$ cat src/rtl/ntr_pkg.sv
// Shared definitions for the NTR command LED executor.
// Contents: default opcode, mode byte values, FSM state type,
// bit positions of the command fields, and a mode validity helper.
package ntr_pkg;

  localparam logic [7:0] OPCODE_DEFAULT = 8'hFF;

  localparam logic [7:0] MODE_WRITE  = 8'h00;
  localparam logic [7:0] MODE_SET    = 8'h01;
  localparam logic [7:0] MODE_CLEAR  = 8'h02;
  localparam logic [7:0] MODE_TOGGLE = 8'h03;
  localparam logic [7:0] MODE_BLINK  = 8'h04;

  // Bit offsets of the fields inside the 64-bit command word.
  localparam int unsigned OPC_LSB  = 0;   // byte0
  localparam int unsigned MODE_LSB = 8;   // byte1
  localparam int unsigned MASK_LSB = 16;  // {byte3,byte2}
  localparam int unsigned ARG_LSB  = 32;  // {byte5,byte4}
  localparam int unsigned RSVD_LSB = 48;  // bytes 6-7, ignored

  typedef enum logic [1:0] {
    IDLE = 2'd0,
    EXEC = 2'd1,
    HOLD = 2'd2
  } state_t;

  function automatic logic mode_valid(input logic [7:0] mode);
    return (mode <= MODE_BLINK);
  endfunction

endpackage

$ cat src/rtl/ntr_cmd_leds_if.sv
// Command hand-off from the cartridge-bus capture block.
//   command : captured 64-bit command, stable while ready is high
//   ready   : level, high while command is valid
// master = capture block side, slave = command executor side.
interface ntr_cmd_leds_if;
  logic [63:0] command;
  logic        ready;

  modport master (output command, output ready);
  modport slave  (input  command, input  ready);
endinterface

$ cat src/rtl/ntr_blink_timer.sv
// Blink phase generator.
//   clk, rst_n   : clock, async active-low reset
//   load         : load a new period (restarts period count, phase=1)
//   load_period  : period in prescaler wraps, 0 = solid (phase held 1)
//   phase        : blink phase, 1 = on
module ntr_blink_timer #(
  parameter int unsigned PRESCALE = 16
) (
  input  logic        clk,
  input  logic        rst_n,
  input  logic        load,
  input  logic [14:0] load_period,
  output logic        phase
);

  localparam logic [PRESCALE-1:0] PRESC_ONE = 1;

  logic [PRESCALE-1:0] presc_q;
  logic [14:0]         period_q;
  logic [14:0]         pcnt_q;
  logic                phase_q;
  logic                tick;

  assign tick  = &presc_q;
  assign phase = phase_q;

  always_ff @(posedge clk or negedge rst_n) begin
    if (!rst_n) begin
      presc_q  <= '0;
      period_q <= '0;
      pcnt_q   <= '0;
      phase_q  <= 1'b1;
    end else begin
      presc_q <= presc_q + PRESC_ONE;
      // A load on the same edge as a wrap takes priority: the new
      // period always starts from a clean count with phase on.
      if (load) begin
        period_q <= load_period;
        pcnt_q   <= '0;
        phase_q  <= 1'b1;
      end else if (period_q == '0) begin
        pcnt_q  <= '0;
        phase_q <= 1'b1;
      end else if (tick) begin
        if (pcnt_q + 15'd1 == period_q) begin
          pcnt_q  <= '0;
          phase_q <= ~phase_q;
        end else begin
          pcnt_q <= pcnt_q + 15'd1;
        end
      end
    end
  end

endmodule

$ cat src/rtl/ntr_cmd_leds.sv
// Command executor driving CHANNELS indicator outputs.
//   clk, rst_n : clock, async active-low reset
//   bus        : command/ready from the capture block (slave side)
//   leds       : displayed outputs (level gated by blink phase)
//   busy       : high while a command is in EXEC or HOLD
//   cmd_cnt    : accepted commands, wraps
//   err_cnt    : rejected commands, saturates at all-ones
module ntr_cmd_leds
  import ntr_pkg::*;
#(
  parameter int unsigned CHANNELS = 4,
  parameter logic [7:0]  OPCODE   = OPCODE_DEFAULT,
  parameter int unsigned PRESCALE = 16,
  parameter int unsigned CNT_W    = 8
) (
  input  logic                clk,
  input  logic                rst_n,
  ntr_cmd_leds_if.slave       bus,
  output logic [CHANNELS-1:0] leds,
  output logic                busy,
  output logic [CNT_W-1:0]    cmd_cnt,
  output logic [CNT_W-1:0]    err_cnt
);

  localparam logic [CNT_W-1:0] CNT_ONE = 1;

  state_t state_q, state_d;
  logic   exec_en;

  logic [CHANNELS-1:0] level_q, level_d;
  logic [CHANNELS-1:0] blink_q, blink_d;
  logic                accept, reject, period_load;
  logic                phase;

  logic [7:0]  f_opc, f_mode;
  logic [15:0] f_mask, f_arg;
  logic [CHANNELS-1:0] m, a;
  logic        unused_bits;

  assign f_opc  = bus.command[OPC_LSB  +: 8];
  assign f_mode = bus.command[MODE_LSB +: 8];
  assign f_mask = bus.command[MASK_LSB +: 16];
  assign f_arg  = bus.command[ARG_LSB  +: 16];
  assign m      = f_mask[CHANNELS-1:0];
  assign a      = f_arg[CHANNELS-1:0];
  // Reserved bytes and mask/argument bits above CHANNELS are ignored.
  assign unused_bits = ^{bus.command[RSVD_LSB +: 16], f_mask, f_arg};

  // State register
  always_ff @(posedge clk or negedge rst_n) begin
    if (!rst_n) state_q <= IDLE;
    else        state_q <= state_d;
  end

  // Next-state: one execution per ready pulse, however long it is held.
  always_comb begin
    state_d = state_q;
    unique case (state_q)
      IDLE:    if (bus.ready) state_d = EXEC;
      EXEC:    state_d = HOLD;
      HOLD:    if (!bus.ready) state_d = IDLE;
      default: state_d = IDLE;
    endcase
  end

  // FSM outputs
  always_comb begin
    busy    = (state_q != IDLE);
    exec_en = (state_q == EXEC);
  end

  // Command decode and register update values
  always_comb begin
    level_d     = level_q;
    blink_d     = blink_q;
    accept      = 1'b0;
    reject      = 1'b0;
    period_load = 1'b0;
    if (exec_en) begin
      if (f_opc == OPCODE && mode_valid(f_mode)) begin
        accept = 1'b1;
        unique case (f_mode)
          MODE_WRITE:  level_d = (level_q & ~m) | (a & m);
          MODE_SET:    level_d = level_q | m;
          MODE_CLEAR:  level_d = level_q & ~m;
          MODE_TOGGLE: level_d = level_q ^ m;
          MODE_BLINK: begin
            blink_d     = (blink_q & ~m) | (f_arg[0] ? m : '0);
            period_load = f_arg[0];
          end
          default: ;
        endcase
      end else begin
        reject = 1'b1;
      end
    end
  end

  always_ff @(posedge clk or negedge rst_n) begin
    if (!rst_n) begin
      level_q <= '0;
      blink_q <= '0;
      cmd_cnt <= '0;
      err_cnt <= '0;
    end else begin
      level_q <= level_d;
      blink_q <= blink_d;
      if (accept) cmd_cnt <= cmd_cnt + CNT_ONE;
      if (reject && err_cnt != '1) err_cnt <= err_cnt + CNT_ONE;
    end
  end

  ntr_blink_timer #(
    .PRESCALE (PRESCALE)
  ) u_blink (
    .clk         (clk),
    .rst_n       (rst_n),
    .load        (period_load),
    .load_period (f_arg[15:1]),
    .phase       (phase)
  );

  assign leds = level_q & (~blink_q | {CHANNELS{phase}});

endmodule
$ cat src/flat_wrapper.sv
// flat-port wrapper written by rule: the top's interface ports become plain ports
module ntr_cmd_leds_flat import ntr_pkg::*;
#(
  parameter int unsigned CHANNELS = 4,
  parameter logic [7:0]  OPCODE   = OPCODE_DEFAULT,
  parameter int unsigned PRESCALE = 16,
  parameter int unsigned CNT_W    = 8
)
  (clk, rst_n, leds, busy, cmd_cnt, err_cnt, bus_command, bus_ready);
  ntr_cmd_leds_if bus_i ();
  input  logic clk;
  input  logic rst_n;
  output logic [CHANNELS-1:0] leds;
  output logic busy;
  output logic [CNT_W-1:0] cmd_cnt;
  output logic [CNT_W-1:0] err_cnt;
  input wire logic [$bits(bus_i.command)-1:0] bus_command;
  input wire logic [$bits(bus_i.ready)-1:0] bus_ready;
  assign bus_i.command = bus_command;
  assign bus_i.ready = bus_ready;
  ntr_cmd_leds #(.CHANNELS(CHANNELS), .OPCODE(OPCODE), .PRESCALE(PRESCALE), .CNT_W(CNT_W)) u_core (.clk(clk), .rst_n(rst_n), .bus(bus_i), .leds(leds), .busy(busy), .cmd_cnt(cmd_cnt), .err_cnt(err_cnt));
endmodule
$ cat config.mk
export PLATFORM = sky130hd
export DESIGN_NAME = ntr_cmd_leds_flat
export DESIGN_NICKNAME = d
export VERILOG_FILES = /design/src/rtl/ntr_pkg.sv /design/src/rtl/ntr_cmd_leds_if.sv /design/src/rtl/ntr_blink_timer.sv /design/src/rtl/ntr_cmd_leds.sv /design/src/flat_wrapper.sv
export SDC_FILE = /design/constraint.sdc
export NUM_CORES = 1
export LEC_CHECK = 0
export ABC_AREA = 1
export ABC_CLOCK_PERIOD_IN_PS = 3780
export BUFFER_PORTS_ARGS = -buffer_cell sky130_fd_sc_hd__buf_2
export CORE_MARGIN = 10
export CORE_UTILIZATION = 28
export CTS_BUF_LIST = sky130_fd_sc_hd__clkbuf_8
export CTS_CLUSTER_SIZE = 30
export DETAILED_ROUTE_END_ITERATION = 8
export GPL_TIMING_DRIVEN = 0
export PLACE_DENSITY_LB_ADDON = 0.12
export SYNTH_ARGS = -nofsm -noshare
export SYNTH_HDL_FRONTEND = slang
export SYNTH_SLANG_ARGS = --single-unit
$ cat constraint.sdc
create_clock -name clk -period 3.78 [get_ports clk]
set_input_delay 0.189 -clock clk [delete_from_list [all_inputs] [get_ports clk]]
set_output_delay 0.189 -clock clk [all_outputs]
set_load 0.1 [all_outputs]
==> run metrics <==
status finished, final reports clean; Initial Util between 20 and 30%; n_diodes 0; CP max-delay cell dfrtp_1; fin crit share slightly above 60%; crit path from u_core.u_blink.pcnt_q[0]$_DFFE_PN0P_; post-CTS sizing 0; final WL 10700 um; part of the power in registers ~44%; Die Span Y 143 um; Util after Layout 34.1%; Worst Setup End Kind flop; Worst Tran Pin Value roughly 550 ps; Die Footprint 20500 um^2; CTS tree done; crit path to u_core.u_blink.pcnt_q[10]$_DFFE_PN0P_; ys async rst share 100%; largest net degree at the start of global routing between 40 and 50; worst hold margin 56.3 ps; via count approximately 3600; drt pass-1 iters 4; count of final setup violators 0; fin crit period 2290 ps; vias per cell 4.58; # fillers between 1500 and 2000; RSZ-0062 raised after global routing false; Core Footprint 14700 um^2; initial antenna violation count 0; Synth Area per Inst ~8.2 um^2; Synth Area in Simple Gates about 30%; vias in the first global route around 3600; setup TNS 0 ps; Final Power 1.93 mW; Synth top cells by count nand2_1, dfrtp_1, inv_1, nand3_1, nor2_1; setup bufs post-CTS 0; DR iter-0 viols about 210; Synth Warn # 0; synthesized area roughly 4200 um^2; Clk pin slew, worst setup/hold paths about 80 ps; mux contribution to synthesized area 0.797%; Die X-Extent roughly 140 um; Critical Path RT approximately 4000 ps; R2R cell count 11; number of remaining DRC errors 0; placed cell areas about 4800 um^2; Clock power frac 34.4%; Worst Path Arrival 2520 ps; Num CTS Buffers 9; Post-Syn Instances between 500 and 600; Post-Synth XOR/XNOR Area about 6.6%; Setup CP Type flop to flop; clock latency on the worst-skew pair between 300 and 400 ps; post-synth cell types 33; Slew Limit Headroom 63.4%; Max clock buf depth 2; post-route ant nets 0; largest family of logic cells by synthesized area simple AND/OR/NAND/NOR gates; Logic pwr share about a fifth; Final Hold Vio Count 0; top_reg_cell synth dfrtp_1; hold crit path type input pin to flop; sequential area share after synthesis 43.1%; max incr delay on CP approximately 450 ps; dominant cells by area after synthesis dfrtp_1, nand2_1, nand3_1; # port buffers roughly 60; Worst IR Drop VDD 490 uV; switch share between 30 and 40%; Synth Net Count between 500 and 600; CP Cell Sequence ha_1 > xor2_1 > nor2_1 > nand3_1 > nor2_1 > nand3_1 > nor2_2 > nand3_4 > nand2_4 > buf_12 > o22ai_2; GPL Wtd Cong approximately 0.87; H-tree depth 3; first-pass GRT wire length approximately 18000 um; max-slew violations 0; hpwl dp 8360 um; Non-Filler Cell Area, Final 5020 um^2; switching power a little under 0.7 mW; clk_skew around 15 ps; gr usage total 11.1%; CP Max Fanout 10; FF+latch count, synth 73; complex-gate fraction of the synthesized area around 8.6%; clock sink count 73; layout cell share with drive strength beyond 1 about a fifth; Pwr Density ~380 nW/um^2; count leader, synth nand2_1; largest area contributor in the netlist dfrtp_1; reg2reg setup slack 1490 ps; P_int roughly 1.2 mW; CP startpoint kind flop; max cap viols 0; Layout area overhead 18.4%; Pleak about 2.5 nW; Synth top area share 42.5%; Congestion Overflow GR 0; reg-to-reg critical path startpoint u_core.u_blink.pcnt_q[0]$_DFFE_PN0P_; Post-Synth Adder-Cell Area roughly 3.5%; Post-synth EDFFs 0; top-level port count 88; Std-Cell Rows 44; RR Endpoint u_core.u_blink.pcnt_q[10]$_DFFE_PN0P_; nets@finish 665; fmax 0.436 GHz; WL per Instance approximately 14 um; Clock Tree Root clkbuf_8
-- metrics by stage --
| step | setup WS [ps] | std cells |
|---|---|---|
| floorplan | 1470 | 514 |
| detailed placement | 1490 | 758 |
| CTS | 1460 | 775 |
| global route | 1350 | 775 |
| global placement | 1470 | 757 |
| finish | 1490 | 775 |
-- worst min-delay path by stage --
stage | slack [ps] | startpoint | endpoint | cells after the start
after floorplan | -110 | rst_n | async pin | 0
after global placement | 410 | u_core.state_q[0]$_DFFE_PN0P_ | u_core.state_q[0]$_DFFE_PN0P_ | 1
after detailed placement | 160 | rst_n | u_core.u_blink.period_q[14]$_DFFE_PN0N_ | 1
after CTS | 30 | bus_ready | u_core.state_q[0]$_DFFE_PN0P_ | 3
after global routing | 50 | bus_command[38] | u_core.u_blink.period_q[5]$_DFFE_PN0N_ | 2
final | 60 | bus_command[38] | u_core.u_blink.period_q[5]$_DFFE_PN0N_ | 2
-- area by class of cell --
cell class | instances | area, um^2 | share of cell area [%]
plain buffers | 6 | 41.3 | 0.823
clock buffers | 11 | 151 | 3.02
clock inverters | 5 | 62.6 | 1.25
inverters | 69 | 259 | 5.16
repair buffers | 61 | 335 | 6.68
multi-input cells | 366 | 2110 | 42.1
flip-flops and latches | 73 | 1830 | 36.4
well taps | 184 | 230 | 4.59
-- logic make-up (layout without fill, tap and decap cells) --
logic type,Yosys count,count (layout)
adders and majority gates,12,12
DFF,73,73
muxes,3,3
AOI/OAI and AO/OA,52,52
buffers and inverters,75,152
and+or+nand+nor,267,267
xor gates and xnor gates,32,32
-- power by group through the flow --
stage	registers, mW	clock network [mW]	logic (mW)
4_1_cts	0.852	0.698	0.419
3_5_place_dp	0.867	0	0.418
5_1_grt	0.859	0.734	0.441
3_3_place_gp	0.867	0	0.409
2_1_floorplan	1.05	0	0.128
6_report	0.852	0.664	0.412
-- layout by cell type, fill, tap and decap left out, types with 3 or more instances in the layout --
master,netlist,routed
o21ai_0,17,17
nor2_4,4,4
nand2_2,9,9
mux2_2,3,3
inv_2,6,6
nand4_1,16,16
nand3_1,53,53
ha_1,12,12
xor2_1,26,26
o22ai_2,10,10
inv_1,63,63
buf_2,2,60
nor2_2,3,3
nand3_2,4,4
nor3_1,8,8
clkbuf_8,0,11
dfrtp_1,72,72
nor2_1,50,50
nor4_1,7,7
clkbuf_1,3,3
xnor2_1,6,6
a21oi_1,20,20
nand2_1,107,107
-- repair_timing --
item | in CTS | in global routing
hold endpoints to repair | 28 | 0
hold buffers | 1 | 0
setup endpoints to repair | 0 | 0
-- layer usage --
metal / vias to the layer above / GRT usage [%] / wire (um)
met5: - / 0 / 0
met4: 0 / 4.40 / 163
met3: 10 / 2.42 / 348
met2: 43 / 17.8 / 5080
met1: 1678 / 14.2 / 5120
li1: 1820 / - / -
-- worst max-delay path: cells and delay by family (launching register included) --
family,cells,cell delay (ps)
flops,1,450
xor+xnor,1,170
compound gates,1,60
simple gates,7,960
fa+ha+maj,1,360
buf+inv,1,160
Power figures use the tool's default switching activity.
